## config.mk

```make
export PLATFORM = sky130hd
export DESIGN_NAME = interrupt_arbiter
export DESIGN_NICKNAME = d
export VERILOG_FILES = /design/src/rtl/interrupt_arbiter_pkg.sv /design/src/rtl/interrupt_priority_select.sv /design/src/rtl/interrupt_arbiter.sv
export SDC_FILE = /design/constraint.sdc
export NUM_CORES = 1
export LEC_CHECK = 0
export CAP_MARGIN = 10
export CORE_ASPECT_RATIO = 0.6
export CORE_MARGIN = 10
export CORE_UTILIZATION = 25
export DETAILED_ROUTE_END_ITERATION = 12
export GPL_TIMING_DRIVEN = 0
export PLACE_DENSITY = 0.73
export SLEW_MARGIN = 20
export SYNTH_ARGS = -nofsm -noshare
export SYNTH_HDL_FRONTEND = slang
export SYNTH_HIERARCHICAL = 1
export SYNTH_SLANG_ARGS = --single-unit
export TNS_END_PERCENT = 10
```

## constraint.sdc

```tcl
create_clock -name clk -period 1.7 [get_ports clk]
set_input_delay 0.425 -clock clk [delete_from_list [all_inputs] [get_ports clk]]
set_output_delay 0.425 -clock clk [all_outputs]
set_load 0.005 [all_outputs]
```

## src/rtl/interrupt_arbiter_pkg.sv

```systemverilog
// Shared cause codes, priority order and state encoding for the interrupt arbiter.
// Cause numbering follows the RISC-V mcause interrupt codes.
package interrupt_arbiter_pkg;

  localparam logic [3:0] CAUSE_SSI = 4'd1;
  localparam logic [3:0] CAUSE_MSI = 4'd3;
  localparam logic [3:0] CAUSE_STI = 4'd5;
  localparam logic [3:0] CAUSE_MTI = 4'd7;
  localparam logic [3:0] CAUSE_SEI = 4'd9;
  localparam logic [3:0] CAUSE_MEI = 4'd11;

  localparam int NUM_CAUSES = 12;
  localparam int NUM_RANKS  = 6;

  // Bits of the 12-bit cause vectors that carry a real source.
  localparam logic [11:0] USED_MASK    = 12'hAAA;
  // Sources that only exist when supervisor mode is built in.
  localparam logic [11:0] S_CAUSE_MASK = 12'h222;

  // Index 0 is the highest priority.
  localparam logic [3:0] PRIO_ORDER [NUM_RANKS] = '{
    CAUSE_MEI, CAUSE_MSI, CAUSE_MTI, CAUSE_SEI, CAUSE_SSI, CAUSE_STI
  };

  localparam logic [1:0] PRIV_U = 2'd0;
  localparam logic [1:0] PRIV_S = 2'd1;
  localparam logic [1:0] PRIV_M = 2'd3;

  typedef enum logic [1:0] {
    IDLE    = 2'd0,
    ARMED   = 2'd1,
    LOCKOUT = 2'd2
  } arb_state_e;

endpackage

```

## src/rtl/interrupt_priority_select.sv

```systemverilog
// Fixed-priority pick among eligible causes; any M-level cause beats any S-level cause.
module interrupt_priority_select
  import interrupt_arbiter_pkg::*;
(
  input  logic [11:0] m_mask,
  input  logic [11:0] s_mask,
  output logic        valid,
  output logic [3:0]  cause,
  output logic        to_s
);

  logic [NUM_RANKS-1:0] m_hit;
  logic [NUM_RANKS-1:0] s_hit;
  logic                 unused_mask_bits;

  // Only six bits of each mask are meaningful; fold the rest away.
  assign unused_mask_bits = ^{m_mask & ~USED_MASK, s_mask & ~USED_MASK};

  for (genvar gi = 0; gi < NUM_RANKS; gi++) begin : g_rank
    assign m_hit[gi] = m_mask[PRIO_ORDER[gi]];
    assign s_hit[gi] = s_mask[PRIO_ORDER[gi]];
  end

  always_comb begin
    valid = (|m_hit) | (|s_hit);
    cause = 4'd0;
    to_s  = 1'b0;
    // Walk lowest rank first so the highest-ranked hit is written last.
    for (int i = NUM_RANKS - 1; i >= 0; i--) begin
      if (s_hit[i]) begin
        cause = PRIO_ORDER[i];
        to_s  = 1'b1;
      end
    end
    for (int i = NUM_RANKS - 1; i >= 0; i--) begin
      if (m_hit[i]) begin
        cause = PRIO_ORDER[i];
        to_s  = 1'b0;
      end
    end
  end

endmodule

```

## src/rtl/interrupt_arbiter.sv

```systemverilog
// Gathers interrupt sources, applies the CSR enables and presents one frozen,
// registered request to the global-control unit until it is taken or withdrawn.
module interrupt_arbiter
  import interrupt_arbiter_pkg::*;
#(
  parameter bit          INCLUDE_S_MODE = 1'b0,
  parameter logic [11:0] EDGE_SENSITIVE = 12'h000,
  parameter int          LOCKOUT_CYCLES = 2
) (
  input  logic        clk,
  input  logic        rst,
  input  logic [11:0] irq_lines,
  input  logic [11:0] mie,
  input  logic [11:0] mideleg,
  input  logic        mstatus_mie,
  input  logic        mstatus_sie,
  input  logic [1:0]  priv,
  input  logic        processing_csr,
  input  logic [11:0] edge_clear,
  input  logic        interrupt_taken,
  output logic        interrupt_pending,
  output logic [3:0]  interrupt_cause,
  output logic        interrupt_to_s,
  output logic        wfi_wakeup
);

  localparam int CNT_W = (LOCKOUT_CYCLES > 1) ? $clog2(LOCKOUT_CYCLES) : 1;
  localparam logic [CNT_W-1:0] LOCK_LAST =
    CNT_W'((LOCKOUT_CYCLES > 0) ? LOCKOUT_CYCLES - 1 : 0);
  localparam logic [11:0] EDGE_MASK = EDGE_SENSITIVE & USED_MASK;

  arb_state_e       state_reg;
  logic             pending_reg;
  logic [3:0]       cause_reg;
  logic             to_s_reg;
  logic [CNT_W-1:0] lock_cnt_reg;

  logic [11:0] irq_prev_reg;
  logic [11:0] edge_latch_reg;
  logic [11:0] edge_latch_next;
  logic [11:0] irq_rise;
  logic [11:0] source;
  logic [11:0] raised;
  logic [11:0] s_level;
  logic [11:0] m_allowed;
  logic [11:0] m_elig;
  logic [11:0] s_elig;
  logic [11:0] cause_onehot;
  logic [11:0] take_clear;
  logic        take_fire;
  logic        frozen_elig;
  logic        m_enable;
  logic        s_enable;
  logic        sel_valid;
  logic [3:0]  sel_cause;
  logic        sel_to_s;

  // Source values: edge causes come from the latch, level causes straight from the pins.
  assign irq_rise = irq_lines & ~irq_prev_reg;
  assign source   = (edge_latch_reg & EDGE_MASK) | (irq_lines & ~EDGE_MASK);
  assign raised   = source & mie & USED_MASK;

  assign m_enable = (priv != PRIV_M) | mstatus_mie;
  assign s_enable = (priv == PRIV_U) | ((priv == PRIV_S) & mstatus_sie);

  assign s_level   = INCLUDE_S_MODE ? (mideleg & USED_MASK) : 12'h000;
  assign m_allowed = INCLUDE_S_MODE ? USED_MASK : (USED_MASK & ~S_CAUSE_MASK);

  assign m_elig = raised & ~s_level & m_allowed & {12{m_enable}};
  assign s_elig = raised & s_level & {12{s_enable}};

  assign wfi_wakeup = |raised;

  for (genvar gi = 0; gi < NUM_CAUSES; gi++) begin : g_onehot
    assign cause_onehot[gi] = (cause_reg == 4'(gi));
  end

  assign take_fire   = (state_reg == ARMED) & interrupt_taken;
  assign take_clear  = cause_onehot & {12{take_fire}};
  assign frozen_elig = |((m_elig | s_elig) & cause_onehot);

  // A rising edge in the same cycle outranks both software and take clears.
  assign edge_latch_next =
    ((edge_latch_reg & ~(edge_clear | take_clear)) | irq_rise) & EDGE_MASK;

  always_ff @(posedge clk) begin
    if (rst) begin
      irq_prev_reg   <= 12'h000;
      edge_latch_reg <= 12'h000;
    end else begin
      irq_prev_reg   <= irq_lines;
      edge_latch_reg <= edge_latch_next;
    end
  end

  interrupt_priority_select u_select (
    .m_mask (m_elig),
    .s_mask (s_elig),
    .valid  (sel_valid),
    .cause  (sel_cause),
    .to_s   (sel_to_s)
  );

  always_ff @(posedge clk) begin
    if (rst) begin
      state_reg    <= IDLE;
      pending_reg  <= 1'b0;
      cause_reg    <= 4'd0;
      to_s_reg     <= 1'b0;
      lock_cnt_reg <= '0;
    end else begin
      case (state_reg)
        IDLE: begin
          if (sel_valid && !processing_csr) begin
            state_reg   <= ARMED;
            pending_reg <= 1'b1;
            cause_reg   <= sel_cause;
            to_s_reg    <= sel_to_s;
          end
        end
        ARMED: begin
          // Take beats withdraw; cause stays frozen while armed.
          if (interrupt_taken) begin
            state_reg    <= LOCKOUT;
            pending_reg  <= 1'b0;
            lock_cnt_reg <= '0;
          end else if (!frozen_elig) begin
            state_reg   <= IDLE;
            pending_reg <= 1'b0;
          end
        end
        LOCKOUT: begin
          // Gives trap-entry mstatus updates time to land before re-arming.
          if (lock_cnt_reg == LOCK_LAST) begin
            state_reg <= IDLE;
          end else begin
            lock_cnt_reg <= lock_cnt_reg + CNT_W'(1);
          end
        end
        default: begin
          state_reg   <= IDLE;
          pending_reg <= 1'b0;
        end
      endcase
    end
  end

  assign interrupt_pending = pending_reg;
  assign interrupt_cause   = cause_reg;
  assign interrupt_to_s    = to_s_reg;

endmodule
```

==> impl_metrics.py <==
metrics = {
    "outcome": {
        "status": "complete, but fails checks",
        "violations": "negative setup slack",
    },
    "final_layout": {
        "regArea_um2": 180,
        "largest_reg_flops": 4,
        "insertedDiodeCount": 0,
        "drive_gt1_frac": 0.203,
        "multi_input_area_um2": 572,
        "fin_nets": 195,
        "fill_cells": 214,
        "fin_util": 0.524,
        "design_area_um2": 1160,
        "syn_to_final_growth_pct": 95.2,
    },
    "synthesis": {
        "netlist_area_um2": 594,
        "ys_async_sr_fraction": 0,
        "synth_seq_cells": 9,
        "synth_edf_count": 0,
        "synth_cells": 76,
        "synth_xor_area_frac": 0,
        "synth_area_leaders": "dfxtp_1, nor2_1, mux2i_1",
        "synth_compound_area_frac": 0.177,
        "yosysMostFrequentCell": "nor2_1",
        "ys_types": 27,
        "synthFlopType": "dfxtp_1",
        "yosys-mux-area-fraction": 0.0842,
        "avgSynthCellArea_um2": 7.82,
        "synth_common_cells": "nor2_1, dfxtp_1, nand2_1, mux2i_1",
        "synth_top_family_by_area": "simple AND/OR/NAND/NOR gates",
        "yosysSeqAreaShare": 0.303,
        "yosysWarnings": 6,
        "synth-simple-area-share": 0.411,
        "synth.top_cell.area_share": 0.303,
        "yosys.area_share.adder": 0,
        "synth_area_leader_cell": "dfxtp_1",
    },
    "floorplan": {
        "io_pins": 63,
        "initial_utilization": 0.269,
        "coreArea_um2": 2210,
        "dieArea_um2": 4790,
        "die_h_um": 57.8,
        "rows": 13,
        "fp.dieW_um": 82.9,
    },
    "clocking": {
        "clk_pin_slew_ps": 40,
        "htree_levels": 1,
        "cts.root.buffer_cell": "clkbuf_8",
        "clock-sinks": 9,
        "cts_buffers": 3,
        "clk_latency_ps": 230,
        "clock_path_buffers": 2,
        "cts_tree": "built",
    },
    "sta": {
        "hold_viol": 0,
        "clock-skew-final_ps": 1.15,
        "layout_min_cycle_time_ps": 1840,
        "rsz0062_at_grt": "yes",
        "layout_setup_ws_ps": -138,
        "slew_viol_final": 0,
        "finalSetupViolCount": 5,
        "post-route-period-util": 1.08,
        "fmax_mhz": 544,
    },
    "worst_setup_path": {
        "required_ps": 1810,
        "arrival_ps": 1940,
        "crit_chain": "buf_8, nand2_4, nor2_4, nor2_4, nor4_4, nor3b_4, nand2_1, nor4b_4, buf_4, mux2i_1, nor2_1",
        "crit_fanout": 4,
        "reg2reg_from": "state_reg[0]",
        "end_kind": "flop",
        "crit_path_start": "priv[1]",
        "cp_slowest_stage_delay_ps": 310,
        "crit_top_cell": "nor2_4",
        "worst-path-buf-inv": 2,
        "cp_top_family": "simple AND/OR/NAND/NOR gates",
        "worstSetupPathType": "primary input to flop",
        "worstSetupStartpointType": "primary input",
        "cp_slowest_cell": "nor4_4",
    },
    "detailed_routing": {
        "num_vias": 729,
        "wirelength_um": 1930,
        "ant_nets": 0,
        "viasPerCell": 4.34,
        "drc": 0,
        "routedWlPerCell_um": 11.5,
        "firstDrtPassIters": 4,
        "drtIter0Drc": 22,
    },
    "placement": {
        "io_buffers": 24,
        "dpl.hpwl_um": 1510,
        "dp_slack_ps": -766,
        "gp_congestion": 0.792,
        "placed_area_um2": 981,
    },
    "min_path": {
        "hp-start": "interrupt_to_s",
        "hold_path.class": "flop to flop",
    },
    "global_routing": {
        "grt_pass1_wl_um": 3040,
        "grt_overflow": 0,
        "grt_max_degree": 10,
        "grt_pass1_vias": 715,
        "grtUsageTotal": 0.0765,
        "antenna_found_initial": 0,
    },
    "power": {
        "p_per_area_nw_per_um2": 581,
        "total_power_uw": 674,
        "p_leak_nw": 0.519,
        "max-vdd-ir-drop_mv": 0.263,
    },
    "job": {
        "max_cap_viol_count": 0,
    },
}
## what timing repair did
action / 4_1_cts / 5_1_grt
endpoints found under the hold margin: 0 / 0
pin swaps: 1 / 11
hold buffers: 0 / 0
gates resized for setup: 8 / 25
buffers inserted: 0 / 7
setup endpoints to repair: 8 / 8
## path summary, 6_finish.rpt
kind	end	slack, ps	depth (start not counted)
hold / removal	interrupt_to_s	490	2
setup / recovery	interrupt_cause[0]	-140	11
setup reg to reg	interrupt_cause[0]	430	4
hold reg to reg	interrupt_to_s	490	2
## logic make-up (layout without fill, tap and decap cells)
logic type | after synthesis | count (layout)
DFF | 9 | 9
and+or+nand+nor | 42 | 42
other | 1 | 28
AOI/OAI and AO/OA | 16 | 16
muxes | 5 | 5
buffers and inverters | 3 | 38
## tightest hold or removal path: stages (launching register included)
cell and delay, ps:
dfxtp_1 320, mux2i_1 60, nor2_1 70
## through the flow
stage | TNS, ps | hold slack [ps] | instances
final | -533 | 488 | 168
after global routing | -1230 | 519 | 168
after floorplan | -157 | 464 | 103
after global placement | -4810 | 470 | 157
after detailed placement | -5330 | 473 | 157
after CTS | -2860 | 486 | 161
## cell usage in the layout, fill, tap and decap left out, types with 3 or more instances in the layout
| cell | count |
|---|---|
| a21oi_1 | 4 |
| buf_4 | 6 |
| o21ai_0 | 3 |
| clkbuf_8 | 3 |
| dlymetal6s2s_1 | 5 |
| nor2_4 | 4 |
| dfxtp_1 | 9 |
| nor2_1 | 14 |
| conb_1 | 28 |
| nand2_1 | 5 |
| clkdlybuf4s50_1 | 14 |
| mux2i_1 | 5 |
## final cells by class
class                   count  area share
inverters                   2     0.00647
well taps                  30      0.0324
multi-input cells          91       0.493
plain buffers               1     0.00324
clock buffers               4      0.0388
flip-flops and latches      9       0.155
repair buffers             31       0.271
## power by group
| group | internal (mW) | total [mW] | switching [mW] |
|---|---|---|---|
| logic | 0.107 | 0.189 | 0.0818 |
| registers | 0.226 | 0.242 | 0.0160 |
| clock network | 0.163 | 0.243 | 0.0799 |
| total | 0.496 | 0.674 | 0.178 |
## layer usage
metal  vias up  track usage  wire length, µm
met5         -            0                0
met4         0       0.0145                0
met3         0       0.0586              218
met2        28        0.117              803
met1       328       0.0834              908
li1        373            -                -
Note: power is estimated with default switching activity, not from simulation.
